File: src/rtl/uart_tx_sched.sv
// Round-robin two-port transmit scheduler feeding a single-byte uart_tx.
// Times each frame internally because uart_tx exposes no busy indication.
module uart_tx_sched #(
    parameter int DEPTH_LOG2   = 2,
    parameter int FRAME_CYCLES = 52090
) (
    input  logic                  clk,
    input  logic                  rst_n,
    input  logic                  req0_valid,
    input  logic [7:0]            req0_data,
    output logic                  req0_ready,
    input  logic                  req1_valid,
    input  logic [7:0]            req1_data,
    output logic                  req1_ready,
    output logic                  tx_start,
    output logic [7:0]            tx_data,
    output logic                  busy,
    output logic [DEPTH_LOG2:0]   fifo_level
);
    localparam int DEPTH = 1 << DEPTH_LOG2;
    localparam int TW    = $clog2(FRAME_CYCLES + 1);
    localparam logic [DEPTH_LOG2:0] L_DEPTH = (DEPTH_LOG2 + 1)'(DEPTH);
    localparam logic [TW-1:0]       L_FRAME = TW'(FRAME_CYCLES);

    typedef enum logic { S_IDLE, S_SEND } state_t;

    logic [7:0]            r_mem [DEPTH];
    logic [DEPTH_LOG2-1:0] r_wr_ptr;
    logic [DEPTH_LOG2-1:0] r_rd_ptr;
    logic [DEPTH_LOG2:0]   r_count;
    logic                  r_last;
    state_t                r_state;
    logic [TW-1:0]         r_timer;
    logic                  r_tx_start;
    logic [7:0]            r_tx_data;

    logic       w_full;
    logic       w_empty;
    logic       w_grant;
    logic       w_push;
    logic       w_pop;
    logic [7:0] w_push_data;

    assign w_full  = (r_count == L_DEPTH);
    assign w_empty = (r_count == '0);

    // Contention goes to the port not served last; otherwise whoever is valid.
    assign w_grant     = (req0_valid && req1_valid) ? ~r_last : req1_valid;
    assign req0_ready  = !w_grant && !w_full;
    assign req1_ready  = w_grant && !w_full;
    assign w_push      = (req0_valid && req0_ready) || (req1_valid && req1_ready);
    assign w_push_data = w_grant ? req1_data : req0_data;
    assign w_pop       = (r_state == S_IDLE) && !w_empty;

    always_ff @(posedge clk) begin
        if (w_push) r_mem[r_wr_ptr] <= w_push_data;
    end

    always_ff @(posedge clk or negedge rst_n) begin
        if (!rst_n) begin
            r_wr_ptr <= '0;
            r_rd_ptr <= '0;
            r_count  <= '0;
            r_last   <= 1'b1;
        end else begin
            if (w_push) begin
                r_wr_ptr <= r_wr_ptr + 1'b1;
                r_last   <= w_grant;
            end
            if (w_pop) r_rd_ptr <= r_rd_ptr + 1'b1;
            case ({w_push, w_pop})
                2'b10:   r_count <= r_count + 1'b1;
                2'b01:   r_count <= r_count - 1'b1;
                default: r_count <= r_count;
            endcase
        end
    end

    // Reset lands in SEND so a frame cut short by reset can finish on the wire.
    always_ff @(posedge clk or negedge rst_n) begin
        if (!rst_n) begin
            r_state    <= S_SEND;
            r_timer    <= L_FRAME;
            r_tx_start <= 1'b0;
            r_tx_data  <= 8'h00;
        end else begin
            r_tx_start <= 1'b0;
            case (r_state)
                S_IDLE: begin
                    if (!w_empty) begin
                        r_tx_data  <= r_mem[r_rd_ptr];
                        r_tx_start <= 1'b1;
                        r_timer    <= L_FRAME;
                        r_state    <= S_SEND;
                    end
                end
                S_SEND: begin
                    r_timer <= r_timer - 1'b1;
                    if (r_timer == TW'(1)) r_state <= S_IDLE;
                end
                default: r_state <= S_IDLE;
            endcase
        end
    end

    assign tx_start   = r_tx_start;
    assign tx_data    = r_tx_data;
    assign busy       = !w_empty || (r_state == S_SEND);
    assign fifo_level = r_count;
endmodule
File: config.mk
export PLATFORM = sky130hd
export DESIGN_NAME = uart_tx_sched
export DESIGN_NICKNAME = d
export VERILOG_FILES = /design/src/rtl/uart_tx_sched.sv
export SDC_FILE = /design/constraint.sdc
export NUM_CORES = 1
export LEC_CHECK = 0
export ABC_AREA = 1
export CORE_MARGIN = 2
export CORE_UTILIZATION = 46
export CTS_CLUSTER_DIAMETER = 80
export DETAILED_ROUTE_END_ITERATION = 7
export DONT_BUFFER_PORTS = 1
export PLACE_DENSITY_LB_ADDON = 0.08
export SKIP_LAST_GASP = 1
export SYNTH_ARGS = -nofsm -noshare
export SYNTH_HDL_FRONTEND = slang
export SYNTH_SLANG_ARGS = --single-unit
File: constraint.sdc
create_clock -name clk -period 2.6 [get_ports clk]
set_input_delay 0.26 -clock clk [delete_from_list [all_inputs] [get_ports clk]]
set_output_delay 0.26 -clock clk [all_outputs]
set_load 0.01 [all_outputs]
### Word-level counts from Yosys, hierarchy flattened

Memories as Yosys holds them, arrays and structs flattened. A register that Yosys moved wholly into a read port is not among the register bits.
Index checks and enable logic that the tools add are counted.

* mux-type cells: 11
* bitwise operators: 3
* $mul: 0
* magnitude comparators: 0
* reductions and logical operators: 15
* div/mod/pow operators: 0
* add/subtract/negate cells: 5
* shifts and indexed selects: 0
* equal/unequal tests: 5

Operators with widths (number)
* $pmux 16 s2: 1
* $eq 16x1->1 const B: 1
* $mux 16: 1
* $sub 16x1->16 const B: 1
* $mux 8: 1
* $logic_and 1x1->1: 6
* $mux 1: 6
* $pmux 3 s2: 1
* $add 2x1->2 const B: 2
* $logic_not 1->1: 4
* $add 3x1->3 const B: 1
* $eq 3x3->1 const B: 1
* $logic_not 3->1: 1
* $not 1->1: 3
* $sub 3x1->3 const B: 1
* $eq 2x1->1 const B: 1
* $eq 2x2->1 const B: 1
* $logic_or 1x1->1: 2
* $ne 2x2->1 const B: 1
* $pmux 1 s2: 1
* $reduce_and 2->1: 1
* $reduce_bool 2->1: 1

* bits of input ports: 20
* memories: 1
* bits in latches: 0
* word-level logic and storage cells: 47
* RAM bits: 32
* output and inout port bits: 15
* bits in registers: 26
* ROM bits: 0

Memory list
* r_mem: depth 4, width 8, read ports 1, clocked after memory_dff 1, write ports 1, line 27 `logic [7:0] r_mem [DEPTH];`

### Logic depth before layout (Yosys ltp)

* depth in word-level cells: 8
* gate-level depth with buffers: 9
* gate-level depth less buffers: 9

### Worst setup path after synthesis

No wires, ideal clock.

* kind: reg2reg
* start point: register r_count[0], in the netlist fifo_level[0]
* end point: register r_count[2], in the netlist fifo_level[2]
* stages on the path, launching flop included: 10
* data required time: 2.469 ns
* path slack: 0.645 ns
* clock period less this slack: 1.955 ns
* path buffers: 1
* setup time: 0.131 ns
* data arrival time: 1.824 ns
* path through: dfrtp_1 -> nor2_4 -> a21oi_4 -> buf_6 -> ha_1 -> inv_1 -> fa_1 -> a21oi_1 -> o21ai_0 -> xor2_1

* elaborated cells on any way between the ends: 16
* those cells by class: add/sub (2); eq/ne (3); mux (1); reduce/logical (10)

RTL lines
* from (decl): line 30 `logic [DEPTH_LOG2:0] r_count;`
* from (signal assigned): line 72 `2'b10: r_count <= r_count + 1'b1;`
* from (signal assigned): line 73 `2'b01: r_count <= r_count - 1'b1;`
* from (signal assigned): line 74 `default: r_count <= r_count;`
* $logic_not 3->1 (*): line 45 `assign w_empty = (r_count == '0);`
* $logic_not 1->1 (*): line 53 `assign w_pop = (r_state == S_IDLE) && !w_empty;`
* $logic_and 1x1->1 (*): line 53
* via w_pop: line 41 `logic w_pop;`
* $eq 2x1->1 or $eq 2x2->1 (tied branches): line 71 `case ({w_push, w_pop})`
* $pmux 3 s2 or $reduce_bool 2->1 (tied branches)

Mark *: on every way through the listed nets, which the timed path passes. The rest lies on a longest branch.
A chain may end at the register's enable or synchronous reset.

### Worst setup path after layout

* start point: register r_count[1], in the netlist fifo_level[1]
* end point: register r_count[2], in the netlist fifo_level[2]

* word-level cells in the longest chain between the ends: 7
* elaborated cells on any way between the ends: 16
* those cells by class: add/sub (2); eq/ne (3); mux (1); reduce/logical (10)

Ends and longest elaborated chain
* $eq 3x3->1: line 44 `assign w_full = (r_count == L_DEPTH);`
* $logic_not 1->1: line 49, 50
* $logic_and 1x1->1, on equally long branches: line 49, 50
* $logic_and 1x1->1: line 51 `assign w_push = (req0_valid && req0_ready) || (req1_valid && req1_ready);`
* $logic_or 1x1->1: line 51
* $eq 2x1->1 or $eq 2x2->1 (tied branches): line 71
* $pmux 3 s2 or $reduce_bool 2->1 (tied branches)

Several ways; a longest one is shown, not always the timed one.

==> impl_metrics.toml <==
[power_and_ir_drop]
ir_drop_mv = 0.411
p_clk_frac = 0.322
power.leakage_nw = 1.48
p_total_w = 0.00285
switching_power_w = 0.000813
pwr-share-comb = 0.172
p_int_w = 0.00204
switching_share = 0.285
seqPwrFrac = 0.506
power_density_mw_per_mm2 = 831

[drt]
drt_iter0_drc = 152
drc = 0
wirelength_um = 5840
wl_met3_um = 220
vias = 2096
avgViaCountPerCell = 4.98
antenna_left = 0
met2_wirelength_um = 2470
met1_length_um = 3080
top_layer_used = "met4"
firstDrtPassIters = 4
detail_route.wl_per_cell_um = 13.9

[synth]
synth_compound_area_frac = 0.0917
syn_nets = 355
synth_top_family_by_area = "simple AND/OR/NAND/NOR gates"
netlist.area_leader.share = 0.308
muxShareOfSynthArea = 0
synthAdderAreaFrac = 0.0344
ys.flop_type = "edfxtp_1"
ys_top_cells_by_area = "edfxtp_1 31%, dfrtp_1 18%, dfstp_2 10%, nand2_1 9.6%, nor2_1 5.6%"
syn-cell-area_mm2 = 0.00312
yosysWarningCount = 0
synthXorXnorAreaFrac = 0.0140
synthCells = 327
synth.distinct_cells = 31
synth-seq-cells = 66
synth_most_common_cell = "nand2_1"
synth_top_area_cell = "edfxtp_1"
synth_edf_count = 32
async_reset_ff_frac = 0.515
ys_seq_area_frac = 0.585
syn_avg_cell_area_um2 = 9.55
synth_common_cells = "80 x nand2_1, 47 x nor2_1, 37 x inv_1, 32 x edfxtp_1, 24 x o21ai_0"
yosys.area_share.simple = 0.208

[timing]
hold_violations = 0
fin_setup_tns_ns = 0
drv_slew = 0
relSlewSlack = 0.541
min_period_ns = 2.08
fmaxAchievable_mhz = 480
fin_crit_sh = 0.801
rsz0062_at_grt = "false"
setup_violations = 0
setup_slack_ns = 0.517
worst_slew_pin_slew_ns = 0.687
clock_skew_ns = 0.0115

[setup_path]
arrival_ns = 2.29
critPathRequiredTime_ns = 2.81
slowest_stage = "dfrtp_1"
rr_worst_depth = 9
max_stage_delay_ns = 0.46
cp-start-kind = "register"
reg2reg_from = "fifo_level[1]$_DFFE_PN0P_"
r2r_slack_ns = 0.52
critPathKind = "register to register"
cp_cell_sequence = "nor2_4, nand2_2, o21ai_4, ha_1, inv_1, fa_1, a21oi_1, o21ai_0, xor2_1"
critPathCaptureType = "register"
cp_max_fo = 9
r2r-end = "fifo_level[2]$_DFFE_PN0P_"

[cells_and_area]
drive_above_1_share = 0.141
nNetsFinal = 365
fillers = 633
area_growth_pct = 9.89
register_area_mm2 = 0.00183
multi_input_area_mm2 = 0.00109
diodes = 0

[global_route]
antenna_found_initial = 0
track_usage = 0.171
grt_max_degree = 35
overflow = 0
grt_pass1_wl_um = 9650
grt_pass1_vias = 1967

[floorplan]
dieArea_mm2 = 0.00747
start_util = 0.468
die_h_um = 86.4
io_pins = 35
die_w_um = 86.4
core_area_mm2 = 0.00668
core.rowCount = 30

[clock_tree]
cts_setup_buffers = 0
tritoncts = "yes"
clk_path_buf_depth = 2
root_buffer = "clkbuf_8"
cts_num_sinks = 66
clk_pin_slew_ns = 0.07
numCtsBuffers = 9
htree_levels = 3
clock_latency_ns = 0.34

[hold_path]
hold-path-endpoint = "r_last$_DFFE_PN1P_"
min_path_type = "input port to register"
hp-start = "req1_valid"
hold-path-cell-count = 3

[placed_design]
routabilityCongestion = 0.852
io_buffers = 0
pre_cts_ws_ns = 0.539
post-dp-hpwl_um = 4000

[job]
maxCapViolCount = 0

[run_status]
status = "completed"
[flip-flops by register name, summed over array words and instances (netlist names)]
name        cells
tx_start        1
r_mem          32
r_state         1
tx_data         8
r_last          1
fifo_level      3
r_timer        16
r_wr_ptr        2
r_rd_ptr        2
[power groups by stage]
stage                     Clock [W]  Sequential [W]  Combinational (W)
after floorplan                   0         0.00145           0.000350
after global placement            0         0.00146           0.000479
after detailed placement          0         0.00147           0.000483
after CTS                  0.000942         0.00145           0.000501
after global routing       0.000990         0.00146           0.000568
final                      0.000920         0.00145           0.000490
[worst max-delay path by stage]
stage	startpoint	end	slack, ns	depth (start not counted)
after CTS	fifo_level[1]$_DFFE_PN0P_	fifo_level[2]$_DFFE_PN0P_	0.53	9
after global routing	fifo_level[1]$_DFFE_PN0P_	fifo_level[2]$_DFFE_PN0P_	0.38	9
after global placement	fifo_level[1]$_DFFE_PN0P_	fifo_level[2]$_DFFE_PN0P_	0.59	9
final	fifo_level[1]$_DFFE_PN0P_	fifo_level[2]$_DFFE_PN0P_	0.52	9
after floorplan	fifo_level[0]$_DFFE_PN0P_	fifo_level[2]$_DFFE_PN0P_	0.64	9
after detailed placement	fifo_level[1]$_DFFE_PN0P_	fifo_level[2]$_DFFE_PN0P_	0.54	9
[critical path: cells and delay by family (launching register included)]
family	cells	cell delay, ns
flops	1	0.46
simple gates	2	0.31
xor+xnor	1	0.15
compound gates	3	0.40
buf+inv	1	0.07
fa+ha+maj	2	0.56
[what timing repair did]
item / 4_1_cts / 5_1_grt
hold endpoints to repair: 34 / 0
gates resized for setup: 0 / 0
hold buffers: 2 / 0
endpoints found under the setup margin: 0 / 0
[per-layer routing]
layer  track usage  vias up
li1              -     1079
met1         0.252      970
met2         0.239       40
met3        0.0524        7
met4        0.0554        0
met5             0        -
[stage by stage]
step	instances	hold slack, ns	utilization	cell area (um2)
CTS	421	0.0976	0.514	3430
global route	421	0.116	0.514	3430
detailed placement	404	-0.0348	0.478	3200
finish	421	0.109	0.514	3430
global placement	404	-0.0347	0.478	3200
floorplan	327	-0.0356	-	3120
[cell usage in the layout, fill, tap and decap left out, types with 3 or more instances in the layout]
cell type  instances
nor2_1            47
nand3_1           10
o21ai_0           24
o21ai_1            4
buf_4              4
o22ai_1            9
a21oi_1            5
dfrtp_1           22
inv_1             37
ha_1               7
clkbuf_8           9
xor2_1             4
inv_2              3
edfxtp_1          32
nand4_1            5
nand2_1           80
dfstp_2           12
nor2_2             3
nand2_2            3
[final cells by class]
| class | count | area share |
|---|---|---|
| well taps | 80 | 0.0292 |
| flip-flops and latches | 66 | 0.532 |
| clock inverters | 5 | 0.0233 |
| inverters | 40 | 0.0437 |
| clock buffers | 10 | 0.0372 |
| multi-input cells | 214 | 0.317 |
| repair buffers | 6 | 0.0175 |
[kinds of logic after synthesis]
kind of cell,after synthesis
fa+ha+maj,8
simple gates,154
xor+xnor,5
buf+inv,47
compound gates,47
flops,66
Note: power is estimated with default switching activity, not from simulation.
